===== src/rtl/i2c_write_sequencer.sv =====
// Purpose : command/payload front end for the I2C byte master; runs START, addr+W, N data bytes, STOP.
// Latency : START is driven the cycle after a command is accepted; each step then waits one master ready low/high handshake.
// Backpressure: cmd_ready only in IDLE with the master ready; wdata_ready drops when the payload FIFO is full; a watchdog aborts stalls.
//
// Ports
//   clk, reset         : clock, synchronous active-low reset
//   cmd_valid/ready    : write command handshake carrying cmd_addr (7b) and cmd_len (0..DEPTH, larger values clipped)
//   wdata_valid/ready  : payload byte push into the internal FIFO
//   busy, done         : transfer in progress / one-cycle pulse on clean STOP completion
//   err_timeout        : one-cycle pulse when the watchdog aborts a transfer
//   bytes_sent         : payload bytes acknowledged by m_tx_done in the current or last transfer
//   m_i2c_en/start/stop, m_tx_data : registered command pattern towards the byte master
//   m_ready, m_tx_done : master handshake and byte-shifted pulse

module i2c_write_sequencer #(
   parameter int DEPTH          = 4,       // power of 2, >= 2
   parameter int LEN_W          = 3,       // must be able to hold the value DEPTH
   parameter int TIMEOUT_CYCLES = 100000
) (
   input  logic             clk,
   input  logic             reset,
   input  logic             cmd_valid,
   output logic             cmd_ready,
   input  logic [6:0]       cmd_addr,
   input  logic [LEN_W-1:0] cmd_len,
   input  logic             wdata_valid,
   output logic             wdata_ready,
   input  logic [7:0]       wdata,
   output logic             busy,
   output logic             done,
   output logic             err_timeout,
   output logic [LEN_W:0]   bytes_sent,
   output logic             m_i2c_en,
   output logic             m_i2c_start,
   output logic             m_i2c_stop,
   output logic [7:0]       m_tx_data,
   input  logic             m_ready,
   input  logic             m_tx_done
);

   localparam int PTR_W = $clog2(DEPTH);
   localparam int CNT_W = PTR_W + 1;
   localparam int WD_W  = $clog2(TIMEOUT_CYCLES + 1);

   typedef enum logic [3:0] {
      S_IDLE,
      S_ISSUE_START,
      S_ISSUE_ADDR,
      S_DATA_CHK,
      S_ISSUE_DATA,
      S_ISSUE_STOP,
      S_WAIT_LO,
      S_WAIT_HI,
      S_FINISH
   } state_t;

   state_t           state_q;
   state_t           ret_q;         // where to go once the ready low/high handshake completes
   logic [6:0]       addr_q;
   logic [LEN_W-1:0] len_q;
   logic [LEN_W-1:0] issued_q;      // data bytes handed to the master so far
   logic [LEN_W:0]   bytes_sent_q;
   logic             addr_sent_q;   // address byte finished; m_tx_done now counts payload
   logic             timed_out_q;   // DATA_CHK stall forced the STOP
   logic [WD_W-1:0]  wd_q;
   logic             busy_q;
   logic             done_q;
   logic             err_q;
   logic             m_en_q;
   logic             m_start_q;
   logic             m_stop_q;
   logic [7:0]       m_tx_data_q;

   // payload FIFO
   logic [7:0]       mem_q [DEPTH];
   logic [PTR_W-1:0] wr_q;
   logic [PTR_W-1:0] rd_q;
   logic [CNT_W-1:0] cnt_q;

   logic             fifo_empty;
   logic             fifo_push;
   logic             fifo_pop;
   logic             fifo_flush;
   logic             wd_hit;
   logic             wait_abort;
   logic [LEN_W-1:0] len_d;

   assign fifo_empty  = (cnt_q == '0);
   assign wdata_ready = (cnt_q != CNT_W'(DEPTH));
   assign fifo_push   = wdata_valid && wdata_ready;
   assign cmd_ready   = (state_q == S_IDLE) && m_ready;

   assign len_d  = (cmd_len > LEN_W'(DEPTH)) ? LEN_W'(DEPTH) : cmd_len;
   assign wd_hit = (wd_q == WD_W'(TIMEOUT_CYCLES - 1));

   // Pop happens on the same edge the FSM leaves DATA_CHK for ISSUE_DATA.
   assign fifo_pop = (state_q == S_DATA_CHK) && (issued_q != len_q) && !fifo_empty;

   // Master stuck mid-handshake: leave without STOP.
   assign wait_abort = wd_hit &&
                       (((state_q == S_WAIT_LO) && m_ready) ||
                        ((state_q == S_WAIT_HI) && !m_ready));

   // Any abort discards leftover payload; a push landing on the flush edge is dropped too.
   assign fifo_flush = wait_abort || ((state_q == S_FINISH) && timed_out_q);

   always_ff @(posedge clk) begin
      if (reset && fifo_push && !fifo_flush) begin
         mem_q[wr_q] <= wdata;
      end
   end

   always_ff @(posedge clk) begin
      if (!reset || fifo_flush) begin
         wr_q  <= '0;
         rd_q  <= '0;
         cnt_q <= '0;
      end else begin
         if (fifo_push) begin
            wr_q <= wr_q + PTR_W'(1);
         end
         if (fifo_pop) begin
            rd_q <= rd_q + PTR_W'(1);
         end
         case ({fifo_push, fifo_pop})
            2'b10:   cnt_q <= cnt_q + CNT_W'(1);
            2'b01:   cnt_q <= cnt_q - CNT_W'(1);
            default: cnt_q <= cnt_q;
         endcase
      end
   end

   // Sequencer: m_* patterns are loaded on the edge that enters an ISSUE state
   // and cleared on the edge that leaves it, so each pattern lasts one cycle.
   always_ff @(posedge clk) begin
      if (!reset) begin
         state_q      <= S_IDLE;
         ret_q        <= S_IDLE;
         addr_q       <= '0;
         len_q        <= '0;
         issued_q     <= '0;
         bytes_sent_q <= '0;
         addr_sent_q  <= 1'b0;
         timed_out_q  <= 1'b0;
         wd_q         <= '0;
         busy_q       <= 1'b0;
         done_q       <= 1'b0;
         err_q        <= 1'b0;
         m_en_q       <= 1'b0;
         m_start_q    <= 1'b0;
         m_stop_q     <= 1'b0;
         m_tx_data_q  <= '0;
      end else begin
         done_q <= 1'b0;
         err_q  <= 1'b0;

         if (addr_sent_q && m_tx_done && (bytes_sent_q < {1'b0, len_q})) begin
            bytes_sent_q <= bytes_sent_q + (LEN_W+1)'(1);
         end

         case (state_q)
            S_IDLE: begin
               wd_q <= '0;
               if (cmd_valid && cmd_ready) begin
                  addr_q       <= cmd_addr;
                  len_q        <= len_d;
                  issued_q     <= '0;
                  bytes_sent_q <= '0;
                  addr_sent_q  <= 1'b0;
                  timed_out_q  <= 1'b0;
                  busy_q       <= 1'b1;
                  m_en_q       <= 1'b1;
                  m_start_q    <= 1'b1;
                  state_q      <= S_ISSUE_START;
               end
            end

            S_ISSUE_START: begin
               m_en_q    <= 1'b0;
               m_start_q <= 1'b0;
               ret_q     <= S_ISSUE_ADDR;
               state_q   <= S_WAIT_LO;
            end

            S_ISSUE_ADDR, S_ISSUE_DATA: begin
               m_en_q  <= 1'b0;
               ret_q   <= S_DATA_CHK;
               state_q <= S_WAIT_LO;
            end

            S_ISSUE_STOP: begin
               m_en_q   <= 1'b0;
               m_stop_q <= 1'b0;
               ret_q    <= S_FINISH;
               state_q  <= S_WAIT_LO;
            end

            S_WAIT_LO: begin
               if (!m_ready) begin
                  wd_q    <= '0;
                  state_q <= S_WAIT_HI;
               end else if (wait_abort) begin
                  wd_q        <= '0;
                  err_q       <= 1'b1;
                  busy_q      <= 1'b0;
                  addr_sent_q <= 1'b0;
                  state_q     <= S_IDLE;
               end else begin
                  wd_q <= wd_q + WD_W'(1);
               end
            end

            S_WAIT_HI: begin
               if (m_ready) begin
                  wd_q <= '0;
                  case (ret_q)
                     S_ISSUE_ADDR: begin
                        m_en_q      <= 1'b1;
                        m_tx_data_q <= {addr_q, 1'b0};
                        state_q     <= S_ISSUE_ADDR;
                     end
                     S_DATA_CHK: begin
                        addr_sent_q <= 1'b1;
                        state_q     <= S_DATA_CHK;
                     end
                     default: begin
                        state_q <= S_FINISH;
                     end
                  endcase
               end else if (wait_abort) begin
                  wd_q        <= '0;
                  err_q       <= 1'b1;
                  busy_q      <= 1'b0;
                  addr_sent_q <= 1'b0;
                  state_q     <= S_IDLE;
               end else begin
                  wd_q <= wd_q + WD_W'(1);
               end
            end

            S_DATA_CHK: begin
               if (issued_q == len_q) begin
                  wd_q     <= '0;
                  m_en_q   <= 1'b1;
                  m_stop_q <= 1'b1;
                  state_q  <= S_ISSUE_STOP;
               end else if (fifo_pop) begin
                  wd_q        <= '0;
                  m_en_q      <= 1'b1;
                  m_tx_data_q <= mem_q[rd_q];
                  issued_q    <= issued_q + LEN_W'(1);
                  state_q     <= S_ISSUE_DATA;
               end else if (wd_hit) begin
                  // Payload never arrived: close the bus cleanly, report as error.
                  wd_q        <= '0;
                  timed_out_q <= 1'b1;
                  m_en_q      <= 1'b1;
                  m_stop_q    <= 1'b1;
                  state_q     <= S_ISSUE_STOP;
               end else begin
                  wd_q <= wd_q + WD_W'(1);
               end
            end

            S_FINISH: begin
               wd_q        <= '0;
               done_q      <= !timed_out_q;
               err_q       <= timed_out_q;
               busy_q      <= 1'b0;
               addr_sent_q <= 1'b0;
               state_q     <= S_IDLE;
            end

            default: begin
               wd_q    <= '0;
               state_q <= S_IDLE;
            end
         endcase
      end
   end

   assign busy        = busy_q;
   assign done        = done_q;
   assign err_timeout = err_q;
   assign bytes_sent  = bytes_sent_q;
   assign m_i2c_en    = m_en_q;
   assign m_i2c_start = m_start_q;
   assign m_i2c_stop  = m_stop_q;
   assign m_tx_data   = m_tx_data_q;

endmodule

===== config.mk =====
export PLATFORM = sky130hd
export DESIGN_NAME = i2c_write_sequencer
export DESIGN_NICKNAME = d
export VERILOG_FILES = /design/src/rtl/i2c_write_sequencer.sv
export SDC_FILE = /design/constraint.sdc
export NUM_CORES = 1
export LEC_CHECK = 0
export CAP_MARGIN = 10
export CORE_MARGIN = 5
export CORE_UTILIZATION = 68
export CTS_CLUSTER_DIAMETER = 40
export DETAILED_ROUTE_END_ITERATION = 10
export DONT_BUFFER_PORTS = 1
export PLACE_DENSITY = 0.84
export SYNTH_ARGS = -nofsm -noshare
export SYNTH_HDL_FRONTEND = slang
export SYNTH_SLANG_ARGS = --single-unit

===== constraint.sdc =====
create_clock -name clk -period 3.35 [get_ports clk]
set_input_delay 0.5025 -clock clk [delete_from_list [all_inputs] [get_ports clk]]
set_output_delay 0.5025 -clock clk [all_outputs]
set_load 0.05 [all_outputs]

[Word-level counts from Yosys, hierarchy flattened]
Memories as Yosys holds them, arrays and structs flattened. A register that Yosys moved wholly into a read port is not among the register bits.
Cells that the tools add are included.
Storage, ports and cells
  output and inout port bits: 20
  register bits after elaboration: 65
  bits in writable memories: 32
  input port bits: 24
  memories kept: 1
  word-level logic and storage cells: 164
Operators by class
  multiplexer cells: 62
  magnitude comparators: 2
  equality and inequality tests: 29
  $add $sub $neg: 7
  reductions and logical operators: 44
Memory list
  mem_q: words 4, bits a word 8, rd ports 1, clocked after memory_dff 1, write ports 1, RTL line 75  | logic [7:0] mem_q [DEPTH];
Operators with widths (count)
  $mux W17: 6
  $pmux W17 S4: 1
  $mux W4: 10
  $mux W8: 4
  $mux W1: 22
  $pmux W4 S5: 1
  $add A17 B1 Y17 const B: 1
  $eq A17 B17 Y1 const B: 1
  $eq A4 B2 Y1 const B: 4
  $eq A4 B3 Y1 const B: 4
  $pmux W8 S2: 1
  $reduce_and A5 Y1: 3
  $ne A2 B2 Y1 const B: 7
  $logic_and A1 B1 Y1: 13
  $mux W3: 4
  $pmux W1 S4: 3
  $pmux W3 S2: 2
  $pmux W4 S3: 1
  $reduce_and A4 Y1: 3
  $reduce_bool A2 Y1: 5
  $ne A3 B2 Y1 const B: 3
  $pmux W4 S2: 1
  $reduce_and A2 Y1: 4
  $reduce_bool A4 Y1: 2
  26 further kinds: 38

[Depth between registers and ports, before layout]
  word-level depth: 9
  mapped depth: 12
  gate-level depth less buffers: 11

[Worst setup path after synthesis]
OpenSTA, ideal clock, no wires.
  kind: flip-flop to flip-flop
  start point: register cnt_q[0]
  end point: register cnt_q[2]
  required time: 3.229 ns
  library setup time: 0.121 ns
  buffers on the path: 1
  clock period less this slack: 2.505 ns
  stages on the path, launching flop included: 13
  arrival: 2.383 ns
  path slack: 0.845 ns
  cell sequence: dfxtp_1 > inv_1 > nand3_1 > and2_1 > clkbuf_1 > inv_1 > ha_1 > inv_1 > fa_1 > xor2_1 > nor2_1 > xnor2_1 > nor2_1
On the way
  elaborated cells on any way between the ends: 11
  those cells by class: add/sub: 2; eq/ne: 3; mux: 1; reduce/logical: 5
RTL lines
  start, declared: RTL line 78  | logic [CNT_W-1:0] cnt_q;
  start signal, assigned: RTL line 126  | 2'b10: cnt_q <= cnt_q + CNT_W'(1);
  start signal, assigned: RTL line 127  | 2'b01: cnt_q <= cnt_q - CNT_W'(1);
  start signal, assigned: RTL line 128  | default: cnt_q <= cnt_q;
  $ne A3 B3 Y1 *: RTL line 89  | assign wdata_ready = (cnt_q != CNT_W'(DEPTH));
  via wdata_ready: RTL line 27  | output logic wdata_ready,
  $logic_and A1 B1 Y1 *: RTL line 90  | assign fifo_push = wdata_valid && wdata_ready;
  $eq A2 B1 Y1 / $eq A2 B2 Y1 (equally long branches): RTL line 125  | case ({fifo_push, fifo_pop})
  $pmux W3 S2 / $reduce_bool A2 Y1 (equally long branches)
The timed path passes the listed nets; every way through them passes the cells marked *.
A chain may end at the register's enable or synchronous reset.

[Worst setup path in the final report]
  start point: register state_q[0]
  end point: register cnt_q[2]
On the way
  elaborated cells on any way between the ends: 17
  those cells by class: eq/ne: 6; mux: 1; reduce/logical: 10
RTL lines
  start, declared: RTL line 57  | state_t state_q;
  start signal, assigned: RTL line 137  | state_q <= S_IDLE;
  start signal, assigned: RTL line 174  | state_q <= S_ISSUE_START;
  start signal, assigned: RTL line 182  | state_q <= S_WAIT_LO;
  $eq A4 B2 Y1 *: RTL line 97  | assign fifo_pop = (state_q == S_DATA_CHK) && (issued_q != len_q) && !fifo_empty;
  $logic_and A1 B1 Y1 * (2 in series): RTL line 97
  via fifo_pop: RTL line 82  | logic fifo_pop;
  $eq A2 B1 Y1 / $eq A2 B2 Y1 (equally long branches): RTL line 125
  $pmux W3 S2 / $reduce_bool A2 Y1 (equally long branches)
Marks and branches as above.

==> results.yml <==
drt:
  routed-wl-met2_um: 4430
  routed_wl_um: 8900
  met3_length_um: 544
  met1_length_um: 3810
  vias_per_cell: 6.17
  final_antenna_net_count: 0
  wl_per_cell_um: 17.1
  drtIter0Drc: 127
  vias: 3219
  firstDrtPassIters: 4
  highest_layer: "met4"
  route.detailed.drc: 0
setup_path:
  start_kind: "flip-flop"
  rr_endpoint: "cnt_q[2]"
  cp.arrival_ns: 2.87
  crit_type: "reg -> reg"
  rr_worst_depth: 10
  cp_max_fo: 19
  r2r_slack_ns: 0.73
  cp-end-kind: "flip-flop"
  required_ns: 3.61
  r2r-start: "state_q[0]"
logic_synthesis:
  synth_cells: 445
  yosysUniqueCellTypes: 58
  synth_top_flop_cell: "dfxtp_1"
  synth_edf_count: 32
  ys_warn_count: 0
  async_flop_share: 0
  syn-num-nets: 480
  ys_ff_latch: 98
  syn_area_per_cell_sq_um: 10.0
  ys_seq_area_frac: 0.511
  synth_area_sq_um: 4470
floorplanning:
  rows: 29
  core_area_sq_um: 6390
  pin_count: 44
  start_util: 0.700
  fp.dieW_um: 91.1
  die_h_um: 91.1
  die_area_sq_um: 8290
sta:
  layout_min_cycle_time_ns: 2.62
  layout_setup_ws_ns: 0.731
  grt_setup_unrepaired: "false"
  holdWs_ns: 0.228
  setup_violations: 0
  final_max_slew_viol_count: 0
  final.setup_skew_ns: 0.0118
  fin_crit_sh: 0.782
  tightest_slew_ns: 0.961
  max_clock_freq_ghz: 0.382
  max_slew_margin: 0.349
  tns_ns: 0
  finalHoldViolCount: 0
cts:
  cts-root-buf: "clkbuf_8"
  cts_setup_buffers: 0
  cts_resized: 0
  cts_sinks: 98
  cts_buffers: 9
  ctsLongestPathBuffers: 2
  clock_latency_ns: 0.36
  clk_pin_slew_ns: 0.10
  htreeDepth: 3
  cts_tree: "yes"
  ctsHoldBuffers: 0
pwr:
  max-vdd-ir-drop_mv: 0.555
  total_power_mw: 2.62
  leakagePower_nw: 1.63
  power_density_nw_per_um2: 558
global_routing:
  grt_use_total: 0.222
  antenna_found_initial: 0
  grt_pass1_vias: 3141
  grt_pass1_wl_um: 15000
  grt_start_max_net_pins: 22
  overflow: 0
final_layout:
  fin_nets: 475
  layout-drive-gt1-share: 0.0876
  n_antenna_cell: 0
  fill_cells: 454
  finish.instance_area_sq_um: 4700
  layout.cells.non_filler: 522
  final_util: 0.736
  areaGrowthSynthToFinish_pct: 5.18
placed_design:
  dpl_cell_area_sq_um: 4510
  dp_hpwl_um: 6570
  port_buffers: 0
  routabilityCongestion: 0.888
  placed_cells: 506
  place_ws_ns: 0.771
min_path:
  hp-start: "wdata[0]"
  hold_depth: 0
  hold_path.class: "in -> reg"
  hold_end: "mem_q[3][0]"
flow_run:
  cap_viol_max_count: 0
run_status:
  outcome: "finished clean"
==> cells by family (layout without fill, tap and decap cells) <==
logic type                 after synthesis  count (layout)  share of synthesized area
AOI/OAI and AO/OA                       76              76                      0.123
and+or+nand+nor                        185             185                      0.202
buffers and inverters                   39              39                     0.0347
xor gates and xnor gates                23              23                     0.0451
adders and majority gates               12              12                     0.0347
muxes                                   12              12                     0.0493
DFF                                     98              98                      0.511
==> power breakdown <==
group | switching [mW] | internal [mW]
Sequential | 0.141 | 1.29
Clock | 0.433 | 0.289
Combinational | 0.297 | 0.167
==> worst max-delay path by stage <==
stage	startpoint	depth (start not counted)	end
finish	state_q[0]	10	cnt_q[2]
detailed placement	state_q[0]	10	cnt_q[2]
global route	state_q[0]	10	cnt_q[2]
global placement	state_q[0]	10	cnt_q[2]
CTS	state_q[0]	10	cnt_q[2]
floorplan	cnt_q[0]	12	cnt_q[2]
==> Yosys cell counts (2+ instances only) <==
| cell | instances | area [sq um] |
|---|---|---|
| nor3_2 | 2 | 20.0 |
| or3_1 | 2 | 12.5 |
| clkbuf_1 | 14 | 52.6 |
| nand2_1 | 61 | 229 |
| mux2i_1 | 4 | 40.0 |
| and3_1 | 7 | 43.8 |
| o21ba_2 | 2 | 20.0 |
| a311oi_1 | 7 | 61.3 |
| inv_1 | 19 | 71.3 |
| a22o_1 | 3 | 26.3 |
| nand2b_1 | 2 | 12.5 |
| and3b_1 | 2 | 17.5 |
| o211ai_1 | 2 | 15.0 |
| mux4_2 | 8 | 180 |
| ha_1 | 10 | 125 |
| nand3_1 | 21 | 105 |
| o311ai_1 | 2 | 17.5 |
| nand3b_1 | 4 | 30.0 |
| nor4_1 | 3 | 18.8 |
| buf_2 | 4 | 20.0 |
| o21a_1 | 2 | 15.0 |
| nor2_1 | 48 | 180 |
| a211oi_1 | 3 | 22.5 |
| nor4bb_1 | 3 | 30.0 |
| o21ai_0 | 13 | 65.1 |
| and2_1 | 5 | 31.3 |
| a31oi_1 | 2 | 12.5 |
| xnor2_1 | 9 | 78.8 |
| nor3_1 | 11 | 55.1 |
| a22oi_1 | 2 | 15.0 |
| nand4_1 | 4 | 25.0 |
| xor2_1 | 14 | 123 |
| dfxtp_1 | 66 | 1320 |
| edfxtp_1 | 32 | 961 |
| and4_1 | 5 | 43.8 |
| a21oi_1 | 25 | 125 |
==> area by class of cell <==
cell class                 instances  area, sq um  area share
clock buffer                       9          124      0.0264
timing repair buffer               4         30.0     0.00639
clock inverter                     7         65.1      0.0138
inverter                          19         71.3      0.0152
sequential                        98         2280       0.486
tap                               77         96.3      0.0205
multi-input combinational        308         2030       0.432
==> flip-flops by register name, indices dropped and copies added (netlist names), 3 cells and up, named ones only <==
| name | count |
|---|---|
| addr_q | 7 |
| bytes_sent | 4 |
| cnt_q | 3 |
| issued_q | 3 |
| len_q | 3 |
| m_tx_data | 8 |
| mem_q | 32 |
| ret_q | 3 |
| state_q | 4 |
| wd_q | 17 |
==> routing by layer <==
| layer | GRT usage | vias to the layer above |
|---|---|---|
| met5 | 0 | - |
| met4 | 0.0587 | 0 |
| met3 | 0.0760 | 12 |
| met2 | 0.370 | 74 |
| met1 | 0.275 | 1546 |
| li1 | - | 1587 |
==> placed cells by master (no fill, tap or decap), types with 2 or more instances in the layout <==
cell type | netlist | routed
dfxtp_1 | 66 | 66
nand2_1 | 61 | 61
nor2_1 | 48 | 48
edfxtp_1 | 32 | 32
a21oi_1 | 25 | 25
nand3_1 | 21 | 21
inv_1 | 19 | 19
xor2_1 | 14 | 14
o21ai_0 | 13 | 13
nor3_1 | 11 | 11
ha_1 | 10 | 10
xnor2_1 | 9 | 9
clkbuf_8 | 0 | 9
mux4_2 | 8 | 8
a311oi_1 | 7 | 7
and3_1 | 7 | 7
and4_1 | 5 | 5
and2_1 | 5 | 5
nand3b_1 | 4 | 4
nand4_1 | 4 | 4
mux2i_1 | 4 | 4
buf_4 | 1 | 4
a211oi_1 | 3 | 3
nor4_1 | 3 | 3
a22o_1 | 3 | 3
nor4bb_1 | 3 | 3
inv_6 | 0 | 3
o21ba_2 | 2 | 2
o21a_1 | 2 | 2
a31oi_1 | 2 | 2
o311ai_1 | 2 | 2
or3_1 | 2 | 2
nor3_2 | 2 | 2
and3b_1 | 2 | 2
o211ai_1 | 2 | 2
a22oi_1 | 2 | 2
nand2b_1 | 2 | 2
inv_8 | 0 | 2
==> worst max-delay path: stages (launching register included) <==
cell and delay [ns]:
dfxtp_1 0.70, and4bb_4 0.46, nand2_1 0.17, inv_1 0.11
ha_1 0.18, inv_1 0.06, fa_1 0.37, xor2_1 0.15
nor2_1 0.11, xnor2_1 0.13, nor2_1 0.05
No activity file was read; power rests on OpenSTA's default activity.
